File: config.mk
export PLATFORM = sky130hd
export DESIGN_NAME = program_memory_loader
export DESIGN_NICKNAME = d
export VERILOG_FILES = /design/src/rtl/program_memory_loader.sv
export SDC_FILE = /design/constraint.sdc
export NUM_CORES = 1
export LEC_CHECK = 0
export ABC_CLOCK_PERIOD_IN_PS = 2800
export CAP_MARGIN = 20
export CORE_ASPECT_RATIO = 1.5
export CORE_UTILIZATION = 23
export DETAILED_ROUTE_END_ITERATION = 8
export DONT_BUFFER_PORTS = 1
export GPL_ROUTABILITY_DRIVEN = 1
export PLACE_DENSITY = 0.47
export REMOVE_ABC_BUFFERS = 1
export SLEW_MARGIN = 20
export SYNTH_ARGS = -nofsm -noshare
export SYNTH_HDL_FRONTEND = slang
export SYNTH_SLANG_ARGS = --single-unit
File: constraint.sdc
create_clock -name clk -period 2.8 [get_ports clk]
set_clock_uncertainty 0.15 [all_clocks]
set_input_delay 0.28 -clock clk [delete_from_list [all_inputs] [get_ports clk]]
set_output_delay 0.28 -clock clk [all_outputs]
set_load 0.05 [all_outputs]
File: src/rtl/program_memory_loader.sv
// Program memory loader: turns an incoming byte stream into 32-bit instruction
// words written to program memory, and holds the core in reset until a complete
// image has arrived.
// Image layout: LEN_LO, LEN_HI (word count, little-endian), then each word as
// 4 little-endian bytes.
// Optional feature: define PROGRAM_MEMORY_LOADER_CHECKSUM_EN to expect one
// trailing byte equal to the modulo-256 sum of all data bytes.
module program_memory_loader #(
    parameter int unsigned PROGRAM_MEMORY_DEPTH = 64,
    parameter logic [31:0] BASE_ADDRESS         = 32'h0040_0000
) (
    input  logic        clk,
    input  logic        reset,
    input  logic        start_i,
    input  logic [7:0]  rx_data_i,
    input  logic        rx_valid_i,
    output logic        rx_ready_o,
    output logic        Mem_Write_o,
    output logic [31:0] Mem_Address_o,
    output logic [31:0] Mem_Data_o,
    output logic        Core_Reset_o,
    output logic        Done_o,
    output logic        Error_o
);

`ifdef PROGRAM_MEMORY_LOADER_CHECKSUM_EN
    typedef enum logic [2:0] {
        ST_IDLE, ST_LEN_LO, ST_LEN_HI, ST_DATA, ST_CHK, ST_DONE, ST_ERROR
    } state_t;
    localparam state_t AFTER_IMAGE = ST_CHK;
`else
    typedef enum logic [2:0] {
        ST_IDLE, ST_LEN_LO, ST_LEN_HI, ST_DATA, ST_DONE, ST_ERROR
    } state_t;
    localparam state_t AFTER_IMAGE = ST_DONE;
`endif

    state_t      state_q;
    state_t      state_d;
    logic [7:0]  len_lo_q;
    logic [15:0] word_count_q;
    logic [15:0] word_index_q;
    logic [1:0]  byte_count_q;
    logic [23:0] shift_q;
`ifdef PROGRAM_MEMORY_LOADER_CHECKSUM_EN
    logic [7:0]  checksum_q;
`endif

    logic        accept;
    logic        start_taken;
    logic [15:0] len_value;
    logic        len_too_big;
    logic        word_complete;
    logic        last_word;

    assign accept        = rx_valid_i & rx_ready_o;
    assign start_taken   = start_i & ((state_q == ST_IDLE) | (state_q == ST_DONE) |
                                      (state_q == ST_ERROR));
    assign len_value     = {rx_data_i, len_lo_q};
    assign len_too_big   = {16'd0, len_value} > 32'(PROGRAM_MEMORY_DEPTH);
    assign word_complete = accept & (state_q == ST_DATA) & (byte_count_q == 2'd3);
    assign last_word     = (word_index_q + 16'd1) == word_count_q;

`ifdef PROGRAM_MEMORY_LOADER_CHECKSUM_EN
    assign rx_ready_o = (state_q == ST_LEN_LO) | (state_q == ST_LEN_HI) |
                        (state_q == ST_DATA)   | (state_q == ST_CHK);
`else
    assign rx_ready_o = (state_q == ST_LEN_LO) | (state_q == ST_LEN_HI) |
                        (state_q == ST_DATA);
`endif
    assign Done_o       = (state_q == ST_DONE);
    assign Error_o      = (state_q == ST_ERROR);
    assign Core_Reset_o = (state_q == ST_DONE);

    // State register; reset parks the loader in IDLE with the core held.
    always_ff @(posedge clk or negedge reset) begin
        if (!reset) state_q <= ST_IDLE;
        else        state_q <= state_d;
    end

    // Next-state decode: walk the image header, data words and optional checksum.
    always_comb begin
        state_d = state_q;
        case (state_q)
            ST_IDLE:   if (start_i) state_d = ST_LEN_LO;
            ST_LEN_LO: if (accept) state_d = ST_LEN_HI;
            ST_LEN_HI: begin
                if (accept) begin
                    if (len_value == 16'd0) state_d = AFTER_IMAGE;
                    else if (len_too_big)   state_d = ST_ERROR;
                    else                    state_d = ST_DATA;
                end
            end
            ST_DATA:   if (word_complete && last_word) state_d = AFTER_IMAGE;
`ifdef PROGRAM_MEMORY_LOADER_CHECKSUM_EN
            ST_CHK: begin
                if (accept) state_d = (rx_data_i == checksum_q) ? ST_DONE : ST_ERROR;
            end
`endif
            ST_DONE:   if (start_i) state_d = ST_LEN_LO;
            ST_ERROR:  if (start_i) state_d = ST_LEN_LO;
            default:   state_d = ST_IDLE;
        endcase
    end

    // Datapath: capture length, assemble words and issue the one-cycle write strobe.
    always_ff @(posedge clk or negedge reset) begin
        if (!reset) begin
            len_lo_q      <= 8'd0;
            word_count_q  <= 16'd0;
            word_index_q  <= 16'd0;
            byte_count_q  <= 2'd0;
            shift_q       <= 24'd0;
`ifdef PROGRAM_MEMORY_LOADER_CHECKSUM_EN
            checksum_q    <= 8'd0;
`endif
            Mem_Write_o   <= 1'b0;
            Mem_Address_o <= BASE_ADDRESS;
            Mem_Data_o    <= 32'd0;
        end else begin
            Mem_Write_o <= 1'b0;
            if (start_taken) begin
                word_index_q <= 16'd0;
                byte_count_q <= 2'd0;
`ifdef PROGRAM_MEMORY_LOADER_CHECKSUM_EN
                checksum_q   <= 8'd0;
`endif
            end
            if (accept) begin
                case (state_q)
                    ST_LEN_LO: len_lo_q <= rx_data_i;
                    ST_LEN_HI: begin
                        word_count_q <= len_value;
                        word_index_q <= 16'd0;
                        byte_count_q <= 2'd0;
                    end
                    ST_DATA: begin
`ifdef PROGRAM_MEMORY_LOADER_CHECKSUM_EN
                        checksum_q <= checksum_q + rx_data_i;
`endif
                        if (byte_count_q == 2'd3) begin
                            Mem_Write_o   <= 1'b1;
                            Mem_Data_o    <= {rx_data_i, shift_q};
                            Mem_Address_o <= BASE_ADDRESS + {14'd0, word_index_q, 2'b00};
                            word_index_q  <= word_index_q + 16'd1;
                            byte_count_q  <= 2'd0;
                        end else begin
                            shift_q      <= {rx_data_i, shift_q[23:8]};
                            byte_count_q <= byte_count_q + 2'd1;
                        end
                    end
                    default: ;
                endcase
            end
        end
    end

endmodule
==> results.json <==
{
  "status": "finished, violations left",
  "violations": "negative hold slack",
  "regArea_um2": 2953,
  "synth_top_flop_cell": "dfrtp_1",
  "n_antenna_cell": 0,
  "drt_iter0_markers": 154,
  "synthDistinctLibCells": 57,
  "numPlacedInstances": 832,
  "ir_worst_vdd_v": 0.0004343,
  "cts_tree": "done",
  "hp-class": "in2async",
  "grt_pass1_wl_mm": 21.92,
  "postCtsSetupRepairBufs": 0,
  "max_slew.worst_pin.slew_ns": 0.6864,
  "path_buf_inv": 0,
  "gr-usage-met2_pct": 20.23,
  "drtAntennaViolNets": 0,
  "overflow": 0,
  "port_buffers": 0,
  "cts_buffers": 17,
  "clk_latency_ns": 0.41,
  "rr_startpoint": "word_index_q[0]",
  "busiest_layer": "met2",
  "area_growth_pct": 17.54,
  "startpoint_type": "register",
  "leakagePower_uw": 0.002921,
  "ctsResizeCount": 0,
  "start_util_pct": 23.34,
  "critical_path.endpoint_type": "register",
  "worstPathCellList": "ha_1 -> nand3_1 -> o21ai_0 -> o211ai_1 -> or4_4 -> nor4_2 -> nor3_1",
  "reg2reg_slack_ns": 0.20,
  "setup_viol": 0,
  "use_met3_pct": 3.203,
  "slew-limit-headroom_pct": 53.99,
  "rows": 69,
  "worstSetupPathType": "reg2reg",
  "synth_cells": 534,
  "syn_area_per_cell_um2": 10.34,
  "fin_cells": 871,
  "yosys_warnings": 0,
  "wl_per_cell_um": 15.65,
  "final.min_clock_period_ns": 2.597,
  "cellPowerDensity_nw_per_um2": 1090,
  "utilization_pct": 27.44,
  "arrival_ns": 2.71,
  "cp_max_fo": 10,
  "multi_input_area_um2": 2327,
  "grt_pass1_vias": 3998,
  "hold_buffers": 8,
  "drv_cap": 0,
  "slowest_delay_ns": 0.57,
  "crit_family": "simple AND/OR/NAND/NOR gates",
  "synth_area_leaders": "dfrtp_1 53%, nand2_1 11%, mux2_2 10%",
  "n_fill_cell": 2516,
  "fin_hold_ws_ns": -0.5749,
  "yosysTopAreaCell": "dfrtp_1",
  "antenna_found_initial": 0,
  "synth-edff-count": 0,
  "grt_max_degree": 119,
  "yosysTopAreaCellShare_pct": 53.48,
  "yosysMostFrequentCell": "nand2_1",
  "period_share_pct": 92.76,
  "firstDrtPassIters": 4,
  "gp_congestion": 0.7790,
  "ios": 81,
  "max_clock_freq_mhz": 385.0,
  "cts-root-buf": "clkbuf_16",
  "slew_viol_final": 0,
  "post_drt_via_cell_ratio": 4.369,
  "drc": 0,
  "power.total_uw": 7072,
  "clock_path_buffers": 2,
  "clkTransAtPathRegs_ns": 0.06,
  "htreeDepth": 4,
  "rr_endpoint": "state_q[1]",
  "async_flop_share_pct": 100.0,
  "core_area_um2": 23660,
  "grt_use_total_pct": 11.82,
  "hold_viol": 118,
  "dieArea_um2": 24640,
  "final_nets": 554,
  "die_x_um": 128.5,
  "rsz0062_at_grt": "false",
  "fin_tns_setup_ns": 0,
  "routed_wl_mm": 13.63,
  "ys_top_cells_by_count": "169 x nand2_1, 118 x dfrtp_1, 49 x mux2_2",
  "cp.depth": 7,
  "grt_use_met1_pct": 13.57,
  "die_h_um": 191.8,
  "num_vias": 3805,
  "worstRegToRegCells": 7,
  "dpl.hpwl_mm": 8.885,
  "synth_seq_area_share_pct": 53.48,
  "ys_ff_latch": 118,
  "netlist_area_um2": 5522,
  "clock_sinks": 118,
  "cpMaxStageDelayCell": "or4_4",
  "drive_gt1_share_pct": 20.11,
  "critical_path_required_ns": 2.91
}
-- power by group --
group	leakage, µW	switching [µW]	total, µW	internal, µW
clock network	0.000294	758	2260	1500
registers	0.00153	1170	3440	2270
logic	0.00110	656	1370	714
-- layout by cell type (no fill, tap or decap), drive strengths merged, types with 11 or more instances in the layout --
master | netlist | routed
buf | 30 | 12
clkbuf | 17 | 22
conb | 2 | 16
dfrtp | 118 | 118
mux2 | 49 | 49
nand2 | 169 | 169
nor2 | 13 | 13
o21ai | 25 | 25
xnor2 | 11 | 11
xor2 | 11 | 11
-- final cells by class --
cell class / instances / area share [%]
flip-flops and latches: 118 / 45.50
repair buffers: 20 / 2.873
inverters: 5 / 0.2892
multi-input cells: 378 / 35.86
well taps: 319 / 6.150
clock buffers: 22 / 6.998
clock inverters: 9 / 2.333
-- metrics by stage --
step	instance area [µm²]	hold WS, ns	setup slack, ns
finish	6490	-0.5749	0.2028
global placement	5804	-0.1596	0.3561
global route	6490	-0.6074	0.1162
floorplan	5274	-0.1656	-0.5412
detailed placement	5804	-0.1588	0.2525
CTS	6490	-0.5972	0.2372
-- state kept, by name (all words and copies together) (netlist names) --
signal / flops
word_index_q: 16
word_count_q: 16
Mem_Data_o: 32
Mem_Address_o: 16
len_lo_q: 8
byte_count_q: 2
state_q: 3
Mem_Write_o: 1
shift_q: 24
-- cells by family (layout without fill, tap and decap cells) --
kind of cell / Yosys count / after routing / share of synthesized area [%]
buf+inv: 52 / 56 / 5.778
simple gates: 230 / 230 / 19.28
compound gates: 59 / 59 / 7.387
other cells: 2 / 16 / 0.1360
xor+xnor: 22 / 22 / 3.490
flops: 118 / 118 / 53.48
fa+ha+maj: 2 / 2 / 0.4531
mux: 49 / 49 / 9.993
-- how the worst max path moves through the flow --
stage | to | slack, ns | start
after detailed placement | state_q[1] | 0.25 | word_index_q[0]
after floorplan | word_index_q[15] | -0.54 | state_q[1]
after CTS | state_q[1] | 0.24 | word_index_q[0]
after global routing | state_q[1] | 0.12 | word_index_q[0]
final | state_q[1] | 0.20 | word_index_q[0]
after global placement | state_q[1] | 0.36 | word_index_q[0]
-- routing by layer --
layer  vias to the layer above  routed length, µm
li1                       1781                  -
met1                      1896               5575
met2                       111               7074
met3                        17                682
met4                         0                297
met5                         -                  0
No activity file was read; power rests on OpenSTA's default activity.
